--- src/rtl/sos_pkg.sv ---
// Shared definitions for the SHA-256-style bitwise function pipe: mode tags and
// the reference evaluation used by the pipe and the round datapath.
package sos_pkg;

    // Widest word sos_eval handles; callers size-cast their W-bit words to it.
    localparam int SOS_MAX_W = 64;

    typedef enum logic [1:0] {
        SOS_XOR_AND = 2'b00,
        SOS_CH      = 2'b01,
        SOS_MAJ     = 2'b10,
        SOS_PARITY  = 2'b11
    } sos_mode_e;

    function automatic logic [SOS_MAX_W-1:0] sos_eval(
        input sos_mode_e              mode,
        input logic [SOS_MAX_W-1:0]   a,
        input logic [SOS_MAX_W-1:0]   b,
        input logic [SOS_MAX_W-1:0]   c
    );
        logic [SOS_MAX_W-1:0] r;
        r = '0;
        case (mode)
            SOS_XOR_AND: r = (a ^ b) & c;
            SOS_CH:      r = (a & b) ^ (~a & c);
            SOS_MAJ:     r = (a & b) ^ (a & c) ^ (b & c);
            SOS_PARITY:  r = a ^ b ^ c;
            default:     r = '0;
        endcase
        return r;
    endfunction

endpackage

--- src/rtl/sos_stage.sv ---
// One elastic register stage of sos_pipe: a valid bit plus the {a, b, f, mode}
// payload, loaded whenever the stage advances.
module sos_stage
    import sos_pkg::*;
#(
    parameter int W = 32
) (
    input  logic          clk,
    input  logic          reset,
    input  logic          flush,
    input  logic          adv,
    input  logic          load_valid,
    input  logic [W-1:0]  load_a,
    input  logic [W-1:0]  load_b,
    input  logic [W-1:0]  load_f,
    input  sos_mode_e     load_mode,
    output logic          valid,
    output logic [W-1:0]  a,
    output logic [W-1:0]  b,
    output logic [W-1:0]  f,
    output sos_mode_e     mode
);

    always_ff @(posedge clk or negedge reset) begin
        if (!reset) begin
            valid <= 1'b0;
        end else if (flush) begin
            valid <= 1'b0;
        end else if (adv) begin
            valid <= load_valid;
        end
    end

    // Payload only moves with a real entry, so a drained output keeps its last word.
    always_ff @(posedge clk or negedge reset) begin
        if (!reset) begin
            a    <= '0;
            b    <= '0;
            f    <= '0;
            mode <= SOS_XOR_AND;
        end else if (adv && load_valid) begin
            a    <= load_a;
            b    <= load_b;
            f    <= load_f;
            mode <= load_mode;
        end
    end

endmodule

--- src/rtl/sos_pipe.sv ---
// Elastic DEPTH-stage pipe that evaluates one of four SHA-256-style bitwise
// functions on an accepted (a, b, c) triple and delivers {a, b, f, mode} in order.
module sos_pipe
    import sos_pkg::*;
#(
    parameter  int W     = 32,
    parameter  int DEPTH = 2,
    localparam int CW    = $clog2(DEPTH + 1)
) (
    input  logic           clk,
    input  logic           reset,
    input  logic           flush,
    input  logic           in_valid,
    output logic           in_ready,
    input  logic [1:0]     in_mode,
    input  logic [W-1:0]   Ai,
    input  logic [W-1:0]   Bi,
    input  logic [W-1:0]   Ci,
    output logic           out_valid,
    input  logic           out_ready,
    output logic [W-1:0]   Ao,
    output logic [W-1:0]   Bo,
    output logic [W-1:0]   Fo,
    output logic [1:0]     Mo,
    output logic [CW-1:0]  count
);

    logic [DEPTH-1:0] vld_s;
    logic [DEPTH-1:0] adv;
    logic [W-1:0]     a_s   [DEPTH];
    logic [W-1:0]     b_s   [DEPTH];
    logic [W-1:0]     f_s   [DEPTH];
    sos_mode_e        m_s   [DEPTH];

    logic [DEPTH-1:0] ld_vld;
    logic [W-1:0]     ld_a  [DEPTH];
    logic [W-1:0]     ld_b  [DEPTH];
    logic [W-1:0]     ld_f  [DEPTH];
    sos_mode_e        ld_m  [DEPTH];

    sos_mode_e        mode_p0;
    logic [W-1:0]     f_p0;
    logic             accept;
    logic             xfer;

    // Stage 0 input: function evaluated in the accepting cycle
    assign mode_p0 = sos_mode_e'(in_mode);
    assign f_p0    = W'(sos_eval(mode_p0, SOS_MAX_W'(Ai), SOS_MAX_W'(Bi), SOS_MAX_W'(Ci)));

    assign in_ready = reset && !flush && adv[0];
    assign accept   = in_valid && in_ready;
    assign xfer     = out_valid && out_ready;

    assign ld_vld[0] = accept;
    assign ld_a[0]   = Ai;
    assign ld_b[0]   = Bi;
    assign ld_f[0]   = f_p0;
    assign ld_m[0]   = mode_p0;

    // Stages 0..DEPTH-1: a stage moves unless it and every stage after it are
    // full while the output is stalled, which collapses bubbles in one cycle.
    for (genvar i = 0; i < DEPTH; i++) begin : g_stage
        assign adv[i] = out_ready || !(&vld_s[DEPTH-1:i]);

        if (i > 0) begin : g_link
            assign ld_vld[i] = vld_s[i-1];
            assign ld_a[i]   = a_s[i-1];
            assign ld_b[i]   = b_s[i-1];
            assign ld_f[i]   = f_s[i-1];
            assign ld_m[i]   = m_s[i-1];
        end

        sos_stage #(
            .W (W)
        ) u_stage (
            .clk        (clk),
            .reset      (reset),
            .flush      (flush),
            .adv        (adv[i]),
            .load_valid (ld_vld[i]),
            .load_a     (ld_a[i]),
            .load_b     (ld_b[i]),
            .load_f     (ld_f[i]),
            .load_mode  (ld_m[i]),
            .valid      (vld_s[i]),
            .a          (a_s[i]),
            .b          (b_s[i]),
            .f          (f_s[i]),
            .mode       (m_s[i])
        );
    end

    // Output stage DEPTH-1
    assign out_valid = vld_s[DEPTH-1];
    assign Ao        = a_s[DEPTH-1];
    assign Bo        = b_s[DEPTH-1];
    assign Fo        = f_s[DEPTH-1];
    assign Mo        = m_s[DEPTH-1];

    always_ff @(posedge clk or negedge reset) begin
        if (!reset) begin
            count <= '0;
        end else if (flush) begin
            count <= '0;
        end else begin
            case ({accept, xfer})
                2'b10:   count <= count + CW'(1);
                2'b01:   count <= count - CW'(1);
                default: count <= count;
            endcase
        end
    end

endmodule

--- config.mk ---
export PLATFORM = sky130hd
export DESIGN_NAME = sos_pipe
export DESIGN_NICKNAME = d
export VERILOG_FILES = /design/src/rtl/sos_pkg.sv /design/src/rtl/sos_stage.sv /design/src/rtl/sos_pipe.sv
export SDC_FILE = /design/constraint.sdc
export NUM_CORES = 1
export LEC_CHECK = 0
export ABC_CLOCK_PERIOD_IN_PS = 2100
export CORE_ASPECT_RATIO = 0.8
export CORE_UTILIZATION = 30
export DETAILED_ROUTE_END_ITERATION = 8
export GPL_ROUTABILITY_DRIVEN = 0
export PLACE_DENSITY = 0.56
export REMOVE_ABC_BUFFERS = 1
export SLEW_MARGIN = 0
export SYNTH_ARGS = -nofsm -noshare
export SYNTH_HDL_FRONTEND = slang
export SYNTH_SLANG_ARGS = --single-unit
export TNS_END_PERCENT = 50
--- constraint.sdc ---
create_clock -name clk -period 2.1 [get_ports clk]
set_clock_uncertainty 0.05 [all_clocks]
set_input_delay 0.42 -clock clk [delete_from_list [all_inputs] [get_ports clk]]
set_output_delay 0.42 -clock clk [all_outputs]
set_load 0.1 [all_outputs]
==> run summary, run 1 <==
### Layout
- 38.9% — core utilization of the finished layout
- 13700 um^2 — Design Area, Final
- 26.3% — P&R area growth vs syn
- 1171 — Final #Nets
- 41.5% — fraction of layout cells with a size suffix above 1
- 1457 — number of non-filler instances in the completed layout

### Floorplan
- 30.8% — starting density of the core
- 35100 um^2 — area of the core
- 36800 um^2 — floorplan die area
- 172 um — die extent in y
- 205 — ports placed on the boundary
- 214 um — x dimension of the die
- 61 — num rows

### Worst hold path
- 5 — worst hold path stage count
- out_ready — origin of the worst min-delay path
- in -> reg — Hold Path Class
- g_stage[1].u_stage.valid$_DFFE_PN0P_ — endpoint of the worst hold-timing path

### Clock tree
- clkbuf_16 — root buffer selected by CTS
- 17 — number of buffers inserted during clock tree synthesis
- 200 — number of clock sinks
- 2 — maximum clock insertion buffer count
- 0.44 ns — Clk Latency, worst-skew pair
- yes — TritonCTS clock tree
- 0.07 ns — Clock transition at path regs
- 4 — CTS H-tree lvls

### Critical path
- flop — CP startpoint kind
- g_stage[0].u_stage.valid$_DFFE_PN0P_ — launch instance of the worst register-to-register path
- 1.55 ns — arrival time worst endpoint
- 6 — worst r2r path cells
- 0.41 ns — setup slack, reg-to-reg
- 2 — maximum fanout along the worst path
- output port — element type at the critical path end
- 4 — number of gates on the worst path with buffers counted
- dfrtp_2 — slowest stage cell on the critical path
- 1.63 ns — CP required
- 0.40 ns — highest cell delay on the worst timing path
- g_stage[0].u_stage.f[10]$_DFFE_PN0P_ — worst r2r dst
- reg -> out — type of the worst setup path
- and3b_2 -> nor3b_4 -> buf_4 -> buf_12 — cells along the critical path
- simple AND/OR/NAND/NOR gates — CP top delay family
- 2 — Buf/Inv on CP

### Routing
- 0 — number of nets with antenna violations after detailed routing
- 0 — count of unresolved DRC violations after routing
- 7 — number of detailed-routing iterations run before antenna repair
- 4.65 — ratio of routed vias to standard cells
- 6780 — via count
- 26500 um — detailed-route wire length
- 18.2 um — routed length per instance
- 348 — number of DRC markers after the initial detailed-route iteration

### Power
- 1020 uV — worst supply voltage drop on vdd
- 6.13 nW — leakage dissipation
- 1210 nW/um^2 — P per Cell Area
- 0.0166 W — post-route total power

### Global route
- 0 — residual overflow from global routing
- 2 — initial antenna violation count
- 41600 um — global-route wire length before repair
- 14.9% — total track usage
- 6972 — via count of the first global-routing pass
- 102 — pin count of the biggest net entering global routing

### Timing
- 96.2% — period utilization
- 58.7% — slew margin rel.
- 495 MHz — maximum clock frequency
- 0.0806 ns — Final WS setup
- 0 — total count of hold-check failures in the final report
- true — setup repair after global routing missed its margin
- 0 — final setup violation count
- 0.620 ns — measured slew at the worst slew-check pin
- 0 — final max-slew violation count
- 2.02 ns — final period demand of the worst path

### Placed design
- 204 — number of I/O port buffers
- -0.0935 ns — Worst Setup Slack post-DPL
- 1418 — placed insts
- 13000 um^2 — dpl cell area
- 18300 um — Final HPWL DP

### Synth
- dfrtp_1 — post-synthesis cell type with the largest combined area
- 0 — number of enable-type register cells in the synthesized netlist
- 46.3% — sequential share of the synthesized area
- 29 — number of distinct standard cells referenced by the synthesized netlist
- 13.2 um^2 — post-synthesis average cell area
- 100% — FFs w/ async S/R, synth
- 0 — Synth warnings
- dfrtp_1 (46%), mux2_2 (20%), ha_1 (7.4%) — leading cell types by total area after synthesis
- 200 — number of storage elements in the synthesis netlist
- 46.3% — share of Yosys cell area claimed by the top area cell type
- 820 — synthesized instance count
- dfrtp_1 — prevailing post-synth register cell
- 10800 um^2 — area of the mapped netlist

### Job
- 0 — count of maximum capacitance violations

### Outcome
- finished, final reports clean — result of the run

state kept, by name, summed over array words and instances, names as in the netlist:
register,count
g_stage.u_stage.f,64
g_stage.u_stage.b,64
g_stage.u_stage.a,64
g_stage.u_stage.mode,4
g_stage.u_stage.valid,2
count,2
power by group:
part	internal (W)	switching [W]	total, W
combinational	0.00197	0.00573	0.00769
sequential	0.00482	0.000516	0.00534
clock	0.00201	0.00152	0.00353
worst reg2reg max path, cell delays in order, from the launching register on:
cell and delay [ns]:
dfrtp_2 0.40, and3b_2 0.24, buf_4 0.13, buf_4 0.13
buf_4 0.26, o21ai_0 0.26, o31ai_1 0.10
stage by stage:
stage                     TNS, ns  hold WS, ns
final                           0        0.429
after global placement      -4.68        0.424
after floorplan           -390.07       0.0744
after CTS                       0        0.441
after global routing      -0.0112        0.432
after detailed placement    -4.01        0.425
cell usage in the layout (no fill, tap or decap), types with 2 or more instances in the layout:
| cell type | instances |
|---|---|
| a21oi_1 | 2 |
| a222oi_1 | 32 |
| buf_12 | 17 |
| buf_4 | 154 |
| bufinv_16 | 3 |
| clkbuf_16 | 17 |
| clkbuf_8 | 4 |
| clkdlybuf4s50_1 | 99 |
| dfrtp_1 | 198 |
| dfrtp_2 | 2 |
| fa_1 | 32 |
| ha_1 | 64 |
| inv_1 | 2 |
| inv_6 | 3 |
| mux2_1 | 2 |
| mux2_2 | 194 |
| nand2b_1 | 32 |
| nor2_1 | 34 |
| o21ai_0 | 36 |
| o31ai_1 | 32 |
synth_stat cells (2+ instances only):
library cell and instances:
o21ai_0 36, buf_4 98, mux2_1 2, buf_6 2
ha_1 64, and3b_1 2, mux2_2 194, inv_1 3
nand2b_1 33, clkbuf_1 22, o31ai_1 32, fa_1 32
a222oi_1 32, nor2_1 34, nor2b_1 2, buf_2 19
dfrtp_1 200, a21oi_1 2
metal layers:
metal / track usage, % / vias to the layer above / part of all wire (%) / wire [um]
li1: - / 3111 / - / -
met1: 21.1 / 3483 / 49 / 13100
met2: 21.8 / 171 / 44 / 11600
met3: 4.63 / 13 / 6.1 / 1630
met4: 3.51 / 2 / 0.72 / 192
met5: 0 / - / 0.045 / 12
area by class of cell:
type                       instances  area (um^2)
antenna                            1         2.50
clock buffer                      22          484
clock inverter                     9          138
fill                            3399        21500
inverter                           3         11.3
multi-input combinational        476         4890
sequential                       200         5010
tap                              472          591
timing repair buffer             274         2530
worst max-delay path by stage:
| stage | start | to | slack, ns |
|---|---|---|---|
| global placement | out_ready | g_stage[0].u_stage.a[23]$_DFFE_PN0P_ | -0.1 |
| floorplan | g_stage[1].u_stage.valid$_DFFE_PN0P_ | g_stage[1].u_stage.a[0]$_DFFE_PN0P_ | -2.23 |
| CTS | reset | in_ready | 0.01 |
| global route | g_stage[0].u_stage.valid$_DFFE_PN0P_ | in_ready | -0.01 |
| detailed placement | out_ready | g_stage[0].u_stage.b[17]$_DFFE_PN0P_ | -0.09 |
| finish | g_stage[0].u_stage.valid$_DFFE_PN0P_ | in_ready | 0.08 |
cell families after synthesis:
family	count (synthesis)	synth area share, %
AO/OA/AOI/OAI	106	7.22
adder cells (fa/ha/maj)	96	13.3
buffers and inverters	144	8.76
flip-flops	200	46.3
multiplexers	196	20.4
AND/OR/NAND/NOR	78	3.97
timing repair:
| item | CTS | global route |
|---|---|---|
| hold buffers | 1 | 0 |
| pin swaps | 0 | 1 |
| gates resized for setup | 2 | 3 |
| endpoints found under the setup margin | 1 | 1 |
| buffers inserted | 2 | 4 |
| endpoints found under the hold margin | 1 | 0 |
Power figures use the tool's default switching activity.
==> inputs of run 2 (changes only) <==
CELL_PAD_IN_SITES_DETAIL_PLACEMENT = 1   (was default)
CELL_PAD_IN_SITES_GLOBAL_PLACEMENT = 1   (was default)
PLACE_DENSITY = 0.65   (was 0.56)
==> run 2 against run 1 <==
Maximum frequency fell by 0.22%. Sequential power about the same. Cell area is 0.78% lower. Routed wire length up 3.2%. Largest power group unchanged. Clock power is 6.5% lower.
==> run summary, run 2 (synthesized netlist as in run 1, its figures left out) <==
### Outcome
- finished, final reports clean — result of the run

### Power
- 828 uV — worst supply voltage drop on vdd
- 6.08 nW — leakage dissipation
- 0.00850 W — internal power
- 1210 nW/um^2 — P per Cell Area
- 0.0164 W — post-route total power
- 0.00786 W — reported net switching power
- 32.6% — register share of total power
- 47.2% — combinational share of power
- 20.2% — part of the total power dissipated in the clock network
- 48.1% — switching share of power

### Global route
- 0 — residual overflow from global routing
- 7444 — via count of the first global-routing pass
- 44000 um — global-route wire length before repair
- 144 — pin count of the biggest net entering global routing
- 1 — initial antenna violation count
- 15.6% — total track usage

### Floorplan
- 172 um — die extent in y
- 205 — ports placed on the boundary
- 61 — num rows
- 35100 um^2 — area of the core
- 36800 um^2 — floorplan die area
- 30.8% — starting density of the core
- 214 um — x dimension of the die

### Timing
- 0 — final setup violation count
- 0.0762 ns — Final WS setup
- 0.853 ns — measured slew at the worst slew-check pin
- 96.4% — period utilization
- 43.1% — slew margin rel.
- 2.02 ns — final period demand of the worst path
- true — setup repair after global routing missed its margin
- 494 MHz — maximum clock frequency
- 0 — total count of hold-check failures in the final report
- 0 — final max-slew violation count

### Critical path
- 1.55 ns — arrival time worst endpoint
- output port — element type at the critical path end
- flop — CP startpoint kind
- 1.63 ns — CP required
- reg -> out — type of the worst setup path
- 3 — maximum fanout along the worst path

### Clock tree
- yes — TritonCTS clock tree
- 4 — CTS H-tree lvls
- 2 — maximum clock insertion buffer count
- clkbuf_16 — root buffer selected by CTS
- 200 — number of clock sinks
- 0.08 ns — Clock transition at path regs
- 0.45 ns — Clk Latency, worst-skew pair
- 17 — number of buffers inserted during clock tree synthesis

### Layout
- 25.4% — P&R area growth vs syn
- 1168 — Final #Nets
- g_stage.u_stage.a: 64 flops, g_stage.u_stage.b: 64 flops, g_stage.u_stage.f: 64 flops — largest registers ranked by flip-flop count
- 41.2% — fraction of layout cells with a size suffix above 1
- dfrtp_1 — most common cell after layout, fill and taps aside
- 3698 — Layout fillers
- 1454 — number of non-filler instances in the completed layout
- 0 — count of inserted antenna diode cells
- dfrtp_1 (199), mux2_2 (194), buf_4 (154), clkdlybuf4s50_1 (99), ha_1 (64) — top library cells by usage in the layout, fill and taps aside

### Placed design
- -0.0807 ns — Worst Setup Slack post-DPL
- 204 — number of I/O port buffers
- 19000 um — Final HPWL DP
- 1419 — placed insts

### Routing
- 27300 um — detailed-route wire length
- 4.70 — ratio of routed vias to standard cells
- 358 — number of DRC markers after the initial detailed-route iteration
- 18.8 um — routed length per instance
- 0 — count of unresolved DRC violations after routing
- 7 — number of detailed-routing iterations run before antenna repair
- 6831 — via count
- 0 — number of nets with antenna violations after detailed routing

### Job
- 0 — count of maximum capacitance violations

### Worst hold path
- in -> async — Hold Path Class

run 2: cell count changes in the layout (fill, tap and decap cells not counted), moves of 2 or more:
cell and delta:
bufinv_16 -2, clkinv_4 +3, clkbuf_8 -3, inv_6 +2, buf_12 -2
run 2: worst paths after layout:
| path | from | to | slack [ns] | depth (start not counted) |
|---|---|---|---|---|
| max | g_stage[0].u_stage.valid$_DFFE_PN0P_ | in_ready | 0.08 | 4 |
| min reg2reg | g_stage[0].u_stage.f[20]$_DFFE_PN0P_ | g_stage[1].u_stage.f[20]$_DFFE_PN0P_ | 0.43 | 1 |
| max reg2reg | g_stage[1].u_stage.valid$_DFFE_PN0P_ | g_stage[1].u_stage.a[1]$_DFFE_PN0P_ | 0.40 | 5 |
| min | reset | g_stage[0].u_stage.f[13]$_DFFE_PN0P_ | 0.06 | 2 |
| max in group asynchronous | reset | g_stage[0].u_stage.f[1]$_DFFE_PN0P_ | 1.29 | 2 |
| min in group clk | g_stage[0].u_stage.f[20]$_DFFE_PN0P_ | g_stage[1].u_stage.f[20]$_DFFE_PN0P_ | 0.43 | 1 |
run 2: metal layers:
layer  share of wire (%)  vias up  GRT usage (%)
met2                  46      150           24.3
li1                    -     3109              -
met5                   0        -              0
met3                 5.3       16           4.54
met4                0.99        0           4.22
met1                  48     3556           21.0
run 2: area by class of cell:
cell class                 instances  area [um^2]  area share [%]
sequential                       200         5010            36.9
multi-input combinational        476         4890            36.1
timing repair buffer             271         2480            18.3
tap                              472          591            4.36
clock buffer                      19          443            3.27
clock inverter                    13          133           0.979
inverter                           3         11.3          0.0831
run 2: what timing repair did:
action / in CTS / in global routing
gates resized for setup: 2 / 1
pin swaps: 0 / 1
hold buffers: 0 / 0
buffers inserted: 2 / 1
hold endpoints to repair: 0 / 0
setup endpoints to repair: 1 / 1
run 2: through the flow:
stage	util (%)	TNS [ns]	cell area, um^2	hold WS [ns]
2_1_floorplan	-	-390.07	9870	0.0744
3_3_place_gp	36.9	-3.22	12900	0.409
3_5_place_dp	36.9	-3.06	12900	0.420
4_1_cts	38.6	0	13500	0.0884
5_1_grt	38.6	-0.0208	13600	0.107
6_report	38.6	0	13600	0.0592
run 2: worst max-delay path, cell delays in order (launching register included):
cell and delay [ns]:
dfrtp_1 0.39, and3b_2 0.25, nor3b_2 0.18, buf_4 0.14, buf_12 0.16
run 2: power by group through the flow:
stage	combinational, W	clock (W)	sequential, W
3_3_place_gp	0.00770	0	0.00539
6_report	0.00772	0.00330	0.00534
4_1_cts	0.00780	0.00345	0.00536
3_5_place_dp	0.00778	0	0.00543
5_1_grt	0.00804	0.00359	0.00549
2_1_floorplan	0.00124	0	0.00982
